$ cat src/rtl/regdump_pkg.sv
// Shared types and default widths for the register-file dump engine.
// The CSUM state exists only when REGDUMP_CHECKSUM_EN is defined.
package regdump_pkg;

   localparam int DATA_W_DEF = 32;
   localparam int ADDR_W_DEF = 5;

   typedef enum logic [2:0] {
      ST_IDLE = 3'd0,
      ST_READ = 3'd1,
      ST_SEND = 3'd2,
`ifdef REGDUMP_CHECKSUM_EN
      ST_CSUM = 3'd3,
`endif
      ST_DONE = 3'd4
   } state_t;

endpackage

$ cat src/rtl/regdump_csum.sv
// Running XOR of accepted dump beats; built only when REGDUMP_CHECKSUM_EN is defined.
`ifdef REGDUMP_CHECKSUM_EN
module regdump_csum #(
   parameter int DATA_W = 32
) (
   input  logic              clk,
   input  logic              reset,
   input  logic              clear,
   input  logic              en,
   input  logic [DATA_W-1:0] data,
   output logic [DATA_W-1:0] sum
);

   logic [DATA_W-1:0] sum_r;

   // Accumulator: clear wins over a simultaneous enable.
   always_ff @(posedge clk) begin
      if (reset) begin
         sum_r <= '0;
      end else if (clear) begin
         sum_r <= '0;
      end else if (en) begin
         sum_r <= sum_r ^ data;
      end else begin
         sum_r <= sum_r;
      end
   end

   assign sum = sum_r;

endmodule
`endif

$ cat src/rtl/regfile_dumper.sv
// Sweeps a register index range through a read port and streams tagged values
// over valid/ready. Optional trailing XOR checksum beat under REGDUMP_CHECKSUM_EN.
module regfile_dumper
   import regdump_pkg::*;
#(
   parameter int DATA_W = DATA_W_DEF,
   parameter int ADDR_W = ADDR_W_DEF
) (
   input  logic              clk,
   input  logic              reset,
   input  logic              start,
   input  logic              abort,
   input  logic [ADDR_W-1:0] first_idx,
   input  logic [ADDR_W-1:0] last_idx,
   output logic              busy,
   output logic              done,
   output logic              err,
   output logic [ADDR_W-1:0] rd_addr,
   input  logic [DATA_W-1:0] rd_data,
   output logic              out_valid,
   input  logic              out_ready,
   output logic [DATA_W-1:0] out_data,
   output logic [ADDR_W-1:0] out_idx,
   output logic              out_last
);

   state_t            state_r;
   state_t            next_state_s;
   logic [ADDR_W-1:0] idx_r;
   logic [ADDR_W-1:0] last_r;
   logic [DATA_W-1:0] out_data_r;
   logic [ADDR_W-1:0] out_idx_r;
   logic              out_last_r;
   logic              busy_r;
   logic              done_r;
   logic              err_r;
   logic              out_valid_r;
   logic              handshake_s;
   logic              at_last_s;

   // abort takes priority, so a beat accepted in the same cycle is dropped
   assign handshake_s = (state_r == ST_SEND) && out_ready && !abort;
   assign at_last_s   = (idx_r == last_r);

`ifdef REGDUMP_CHECKSUM_EN
   logic [DATA_W-1:0] csum_sum_s;

   regdump_csum #(.DATA_W(DATA_W)) u_csum (
      .clk   (clk),
      .reset (reset),
      .clear ((state_r == ST_IDLE) && start),
      .en    (handshake_s),
      .data  (out_data_r),
      .sum   (csum_sum_s)
   );
`endif

   // Next-state selection; abort overrides everything outside IDLE.
   always_comb begin
      next_state_s = state_r;
      case (state_r)
         ST_IDLE: begin
            if (start) begin
               if (first_idx <= last_idx) begin
                  next_state_s = ST_READ;
               end else begin
                  next_state_s = ST_DONE;
               end
            end else begin
               next_state_s = ST_IDLE;
            end
         end
         ST_READ: next_state_s = ST_SEND;
         ST_SEND: begin
            if (handshake_s) begin
               if (at_last_s) begin
`ifdef REGDUMP_CHECKSUM_EN
                  next_state_s = ST_CSUM;
`else
                  next_state_s = ST_DONE;
`endif
               end else begin
                  next_state_s = ST_READ;
               end
            end else begin
               next_state_s = ST_SEND;
            end
         end
`ifdef REGDUMP_CHECKSUM_EN
         ST_CSUM: begin
            if (out_ready) begin
               next_state_s = ST_DONE;
            end else begin
               next_state_s = ST_CSUM;
            end
         end
`endif
         ST_DONE: next_state_s = ST_IDLE;
         default: next_state_s = ST_IDLE;
      endcase
      if (abort && (state_r != ST_IDLE)) begin
         next_state_s = ST_IDLE;
      end else begin
         next_state_s = next_state_s;
      end
   end

   // State, index counter and registered status outputs.
   always_ff @(posedge clk) begin
      if (reset) begin
         state_r     <= ST_IDLE;
         idx_r       <= '0;
         last_r      <= '0;
         busy_r      <= 1'b0;
         done_r      <= 1'b0;
         err_r       <= 1'b0;
         out_valid_r <= 1'b0;
      end else begin
         state_r     <= next_state_s;
         busy_r      <= (next_state_s != ST_IDLE);
         done_r      <= (next_state_s == ST_DONE);
         err_r       <= (state_r == ST_IDLE) && (next_state_s == ST_DONE);
`ifdef REGDUMP_CHECKSUM_EN
         out_valid_r <= (next_state_s == ST_SEND) || (next_state_s == ST_CSUM);
`else
         out_valid_r <= (next_state_s == ST_SEND);
`endif
         if ((state_r == ST_IDLE) && start && (first_idx <= last_idx)) begin
            idx_r  <= first_idx;
            last_r <= last_idx;
         end else if (handshake_s && !at_last_s) begin
            idx_r  <= idx_r + ADDR_W'(1);
         end else begin
            idx_r  <= idx_r;
         end
      end
   end

   // Beat payload: captured in READ, swapped for the checksum after the last beat.
   always_ff @(posedge clk) begin
      if (reset) begin
         out_data_r <= '0;
         out_idx_r  <= '0;
         out_last_r <= 1'b0;
      end else if (state_r == ST_READ) begin
         out_data_r <= rd_data;
         out_idx_r  <= idx_r;
`ifdef REGDUMP_CHECKSUM_EN
         out_last_r <= 1'b0;
`else
         out_last_r <= at_last_s;
`endif
`ifdef REGDUMP_CHECKSUM_EN
      end else if (handshake_s && at_last_s) begin
         out_data_r <= csum_sum_s ^ out_data_r;
         out_idx_r  <= '0;
         out_last_r <= 1'b1;
`endif
      end else begin
         out_data_r <= out_data_r;
         out_idx_r  <= out_idx_r;
         out_last_r <= out_last_r;
      end
   end

   assign busy      = busy_r;
   assign done      = done_r;
   assign err       = err_r;
   assign rd_addr   = idx_r;
   assign out_valid = out_valid_r;
   assign out_data  = out_data_r;
   assign out_idx   = out_idx_r;
   assign out_last  = out_last_r;

endmodule

$ cat config.mk
export PLATFORM = sky130hd
export DESIGN_NAME = regfile_dumper
export DESIGN_NICKNAME = d
export VERILOG_FILES = /design/src/rtl/regdump_pkg.sv /design/src/rtl/regdump_csum.sv /design/src/rtl/regfile_dumper.sv
export SDC_FILE = /design/constraint.sdc
export NUM_CORES = 1
export LEC_CHECK = 0
export CAP_MARGIN = 20
export CORE_UTILIZATION = 42
export CTS_CLUSTER_DIAMETER = 150
export DETAILED_ROUTE_END_ITERATION = 12
export PLACE_DENSITY = 0.86
export SLEW_MARGIN = 20
export SYNTH_ARGS = -nofsm -noshare
export SYNTH_HDL_FRONTEND = slang
export SYNTH_SLANG_ARGS = --single-unit
$ cat constraint.sdc
create_clock -name clk -period 2 [get_ports clk]
set_input_delay 0.5 -clock clk [delete_from_list [all_inputs] [get_ports clk]]
set_output_delay 0.5 -clock clk [all_outputs]
set_load 0.005 [all_outputs]
==> results of run 1 <==
flip-flops by register name, indices dropped and copies added, names as in the netlist:
register	count
busy	1
done	1
err	1
last_r	5
out_data	32
out_idx	5
out_last	1
out_valid	1
rd_addr	5
state_r	3
final cells by class:
| class | count | area share [%] |
|---|---|---|
| multi-input combinational | 191 | 32.25 |
| clock buffer | 7 | 2.208 |
| inverter | 9 | 0.9772 |
| sequential | 55 | 31.85 |
| clock inverter | 1 | 0.1448 |
| tap | 70 | 2.533 |
| timing repair buffer | 108 | 30.04 |
metrics by stage:
step                      power, mW  setup TNS (ns)  util, %  instances  cell area [um2]
after global routing          2.399               0    67.26        441             3457
final                         2.285               0    67.26        441             3457
after detailed placement      1.706          -7.237    64.73        431             3327
after global placement        1.690          -5.802    64.73        431             3327
after CTS                     2.309               0    67.75        441             3482
after floorplan               1.433               0        -        269             2256
worst max-delay path, stage by stage:
cell             delay [ns]
clkdlybuf4s50_1        0.42
or4b_4                 0.56
a21oi_4                0.25
mux2i_1                0.24
o22ai_1                0.10
cells in the final DEF (no fill, tap or decap), types with 5 or more instances in the layout:
| master | netlist | layout |
|---|---|---|
| clkdlybuf4s50_1 | 0 | 81 |
| nand2_1 | 78 | 78 |
| dfxtp_1 | 55 | 55 |
| a21oi_1 | 44 | 44 |
| buf_4 | 0 | 12 |
| nor2_1 | 10 | 9 |
| mux2i_1 | 8 | 8 |
| clkbuf_2 | 0 | 8 |
| inv_1 | 9 | 6 |
| nand2b_1 | 5 | 5 |
| xor2_1 | 5 | 5 |
| clkbuf_8 | 0 | 5 |
cell families (layout without fill, tap and decap cells):
group                      after synthesis  after routing
and+or+nand+nor                        111            111
AOI/OAI and AO/OA                       61             61
DFF                                     55             55
buffers and inverters                   23            125
muxes                                    8              8
adders and majority gates                6              6
xor gates and xnor gates                 5              5
worst min-delay path by stage:
stage                               from                   endpoint  slack [ns]
2_1_floorplan   out_data[0]$_SDFFE_PP0N_   out_data[0]$_SDFFE_PP0N_        0.45
3_3_place_gp    out_data[5]$_SDFFE_PP0N_   out_data[5]$_SDFFE_PP0N_        0.44
3_5_place_dp   out_data[22]$_SDFFE_PP0N_  out_data[22]$_SDFFE_PP0N_        0.45
4_1_cts        out_data[26]$_SDFFE_PP0N_  out_data[26]$_SDFFE_PP0N_        0.46
5_1_grt        out_data[31]$_SDFFE_PP0N_  out_data[31]$_SDFFE_PP0N_        0.48
6_report        out_data[7]$_SDFFE_PP0N_   out_data[7]$_SDFFE_PP0N_        0.46
metal layers:
layer | routed length (um) | GRT usage (%) | vias up | share of wire, %
met5 | 0 | 0 | - | 0
met4 | 57 | 7.407 | 0 | 0.96
met3 | 351 | 4.762 | 6 | 5.9
met2 | 3120 | 38.89 | 69 | 52
met1 | 2413 | 23.86 | 1009 | 41
li1 | - | - | 1100 | -
power groups by stage:
stage | sequential [mW] | clock (mW) | combinational [mW]
final | 1.20 | 0.580 | 0.506
after global routing | 1.21 | 0.638 | 0.554
after CTS | 1.20 | 0.599 | 0.510
after detailed placement | 1.22 | 0 | 0.481
after global placement | 1.22 | 0 | 0.470
after floorplan | 1.22 | 0 | 0.212
cell usage after synthesis (all sizes together) (4+ instances only):
cell type  number  area (um2)
a21oi          46       252.7
buf             7       28.78
clkbuf          7       26.28
dfxtp          55        1101
ha              6       75.07
inv             9       33.78
mux2i           8       80.08
nand2          78       292.8
nand2b          7       53.80
nor2           10       37.54
o22ai           4       25.02
xor2            5       43.79
timing repair:
action,4_1_cts,5_1_grt
endpoints found under the setup margin,14,7
cloned,1,0
pin swaps,4,5
gates resized for setup,19,18
buffers inserted,1,0
==> results.sh, run 1 <==
export IMPL_muxShareOfSynthArea_pct=3.550
export IMPL_p_comb_share_pct=22.1
export IMPL_crit_start="abort"
export IMPL_grt_pass1_vias=2037
export IMPL_cts_tree="yes"
export IMPL_drtIter0Drc=101
export IMPL_total_leakage_power_nw=1.325
export IMPL_detail_route_antenna_nets=0
export IMPL_end_kind="register"
export IMPL_p_seq_share_pct=52.5
export IMPL_power_density_mw_per_mm2=660.9
export IMPL_die_w_um=75.29
export IMPL_crit_end="rd_addr[3]$_SDFFE_PP0P_"
export IMPL_grt_pass1_wl_mm=9.045
export IMPL_cts_reportedPaths_clkPinSlew_ns=0.09
export IMPL_rrSetupSlack_ns=0.19
export IMPL_min_period_over_period_pct=94.98
export IMPL_nFillCells=456
export IMPL_reg2regPathDepth=6
export IMPL_ys_types=32
export IMPL_coreArea_mm2=0.005140
export IMPL_synth_xor_area_share_pct=1.941
export IMPL_worstSetupPathType="in2reg"
export IMPL_p_int_mw=1.690
export IMPL_synth_area_mm2=0.002256
export IMPL_rsz0062_at_grt="no"
export IMPL_hold_slack_ns=0.4568
export IMPL_power_switching_share_pct=26.01
export IMPL_synth_main_ff_cell="dfxtp_1"
export IMPL_drive_above_1_share_pct=12.67
export IMPL_clockBufferDepth=2
export IMPL_io_pins=94
export IMPL_viasPerCell=4.952
export IMPL_syn_nets=322
export IMPL_synth_top_family_by_area="simple AND/OR/NAND/NOR gates"
export IMPL_power_switching_uw=594.3
export IMPL_ctsHoldBuffers=0
export IMPL_numCtsBuffers=5
export IMPL_row_count=26
export IMPL_worst_r2r_endpoint="last_r[3]$_SDFFE_PP0P_"
export IMPL_async_flop_share_pct=0
export IMPL_antenna_cells=0
export IMPL_grt_use_total_pct=21.10
export IMPL_drv_slew=0
export IMPL_drc_errors=0
export IMPL_synth_ff_latch_count=55
export IMPL_totalWireLength_mm=5.943
export IMPL_dr_total_vias=2184
export IMPL_setup_viol=0
export IMPL_path_max_fanout=6
export IMPL_worstMarginPinSlew_ns=0.6991
export IMPL_regArea_mm2=0.001101
export IMPL_dpl_worst_slack_ns=-0.6064
export IMPL_synth_warning_count=0
export IMPL_wl_per_cell_um=13.48
export IMPL_cap_violations=0
export IMPL_hold_viol=0
export IMPL_cts_sinks=55
export IMPL_synth_simple_gate_area_share_pct=22.24
export IMPL_syn_instance_count=269
export IMPL_firstDrtPassIters=4
export IMPL_synth_compound_area_share_pct=16.20
export IMPL_yosysSeqAreaShare_pct=48.81
export IMPL_clk_latency_ns=0.30
export IMPL_antenna_found_initial=0
export IMPL_io_buffers=93
export IMPL_grt_max_degree=39
export IMPL_synth_edff_count=0
export IMPL_clock_power_share_pct=25.4
export IMPL_clock_skew_ns=0.006330
export IMPL_worstPathArrival_ns=2.08
export IMPL_hpwl_mm=4.243
export IMPL_grt_overflow_total=0
export IMPL_yosys_area_share_adder_pct=3.328
export IMPL_cp_start_kind="input port"
export IMPL_nets=423
export IMPL_cts_root_buf="clkbuf_8"
export IMPL_fin_crit_ns=1.900
export IMPL_reg2reg_from="state_r[1]$_SDFF_PP0_"
export IMPL_die_h_um=75.29
export IMPL_syn2layout_area_growth_pct=53.24
export IMPL_initial_core_util_pct=43.89
export IMPL_slew_headroom_pct=53.39
export IMPL_syn_area_per_cell_um2=8.386
export IMPL_multi_input_area_mm2=0.001115
export IMPL_hold_depth=2
export IMPL_holdCritPathClass="reg2reg"
export IMPL_max_freq_mhz=526.4
export IMPL_fin_ws_ns=0.1005
export IMPL_ir_drop_v=0.0004777
export IMPL_status="finished clean"
export IMPL_die_area_mm2=0.005669
export IMPL_gp_congestion=0.8037
export IMPL_crit_required_ns=2.18
export IMPL_cts_htree_levels=2
Power figures use the tool's default switching activity.
==> run 2: changes to the inputs <==
--- a/config.mk
+++ b/config.mk
@@ -7,7 +7,6 @@
 export LEC_CHECK = 0
 export CAP_MARGIN = 20
 export CORE_UTILIZATION = 42
-export CTS_CLUSTER_DIAMETER = 150
 export DETAILED_ROUTE_END_ITERATION = 12
 export PLACE_DENSITY = 0.86
 export SLEW_MARGIN = 20
==> results of run 2 <==
Same layout as run 1: the final DEF is identical, and so are final timing and power.
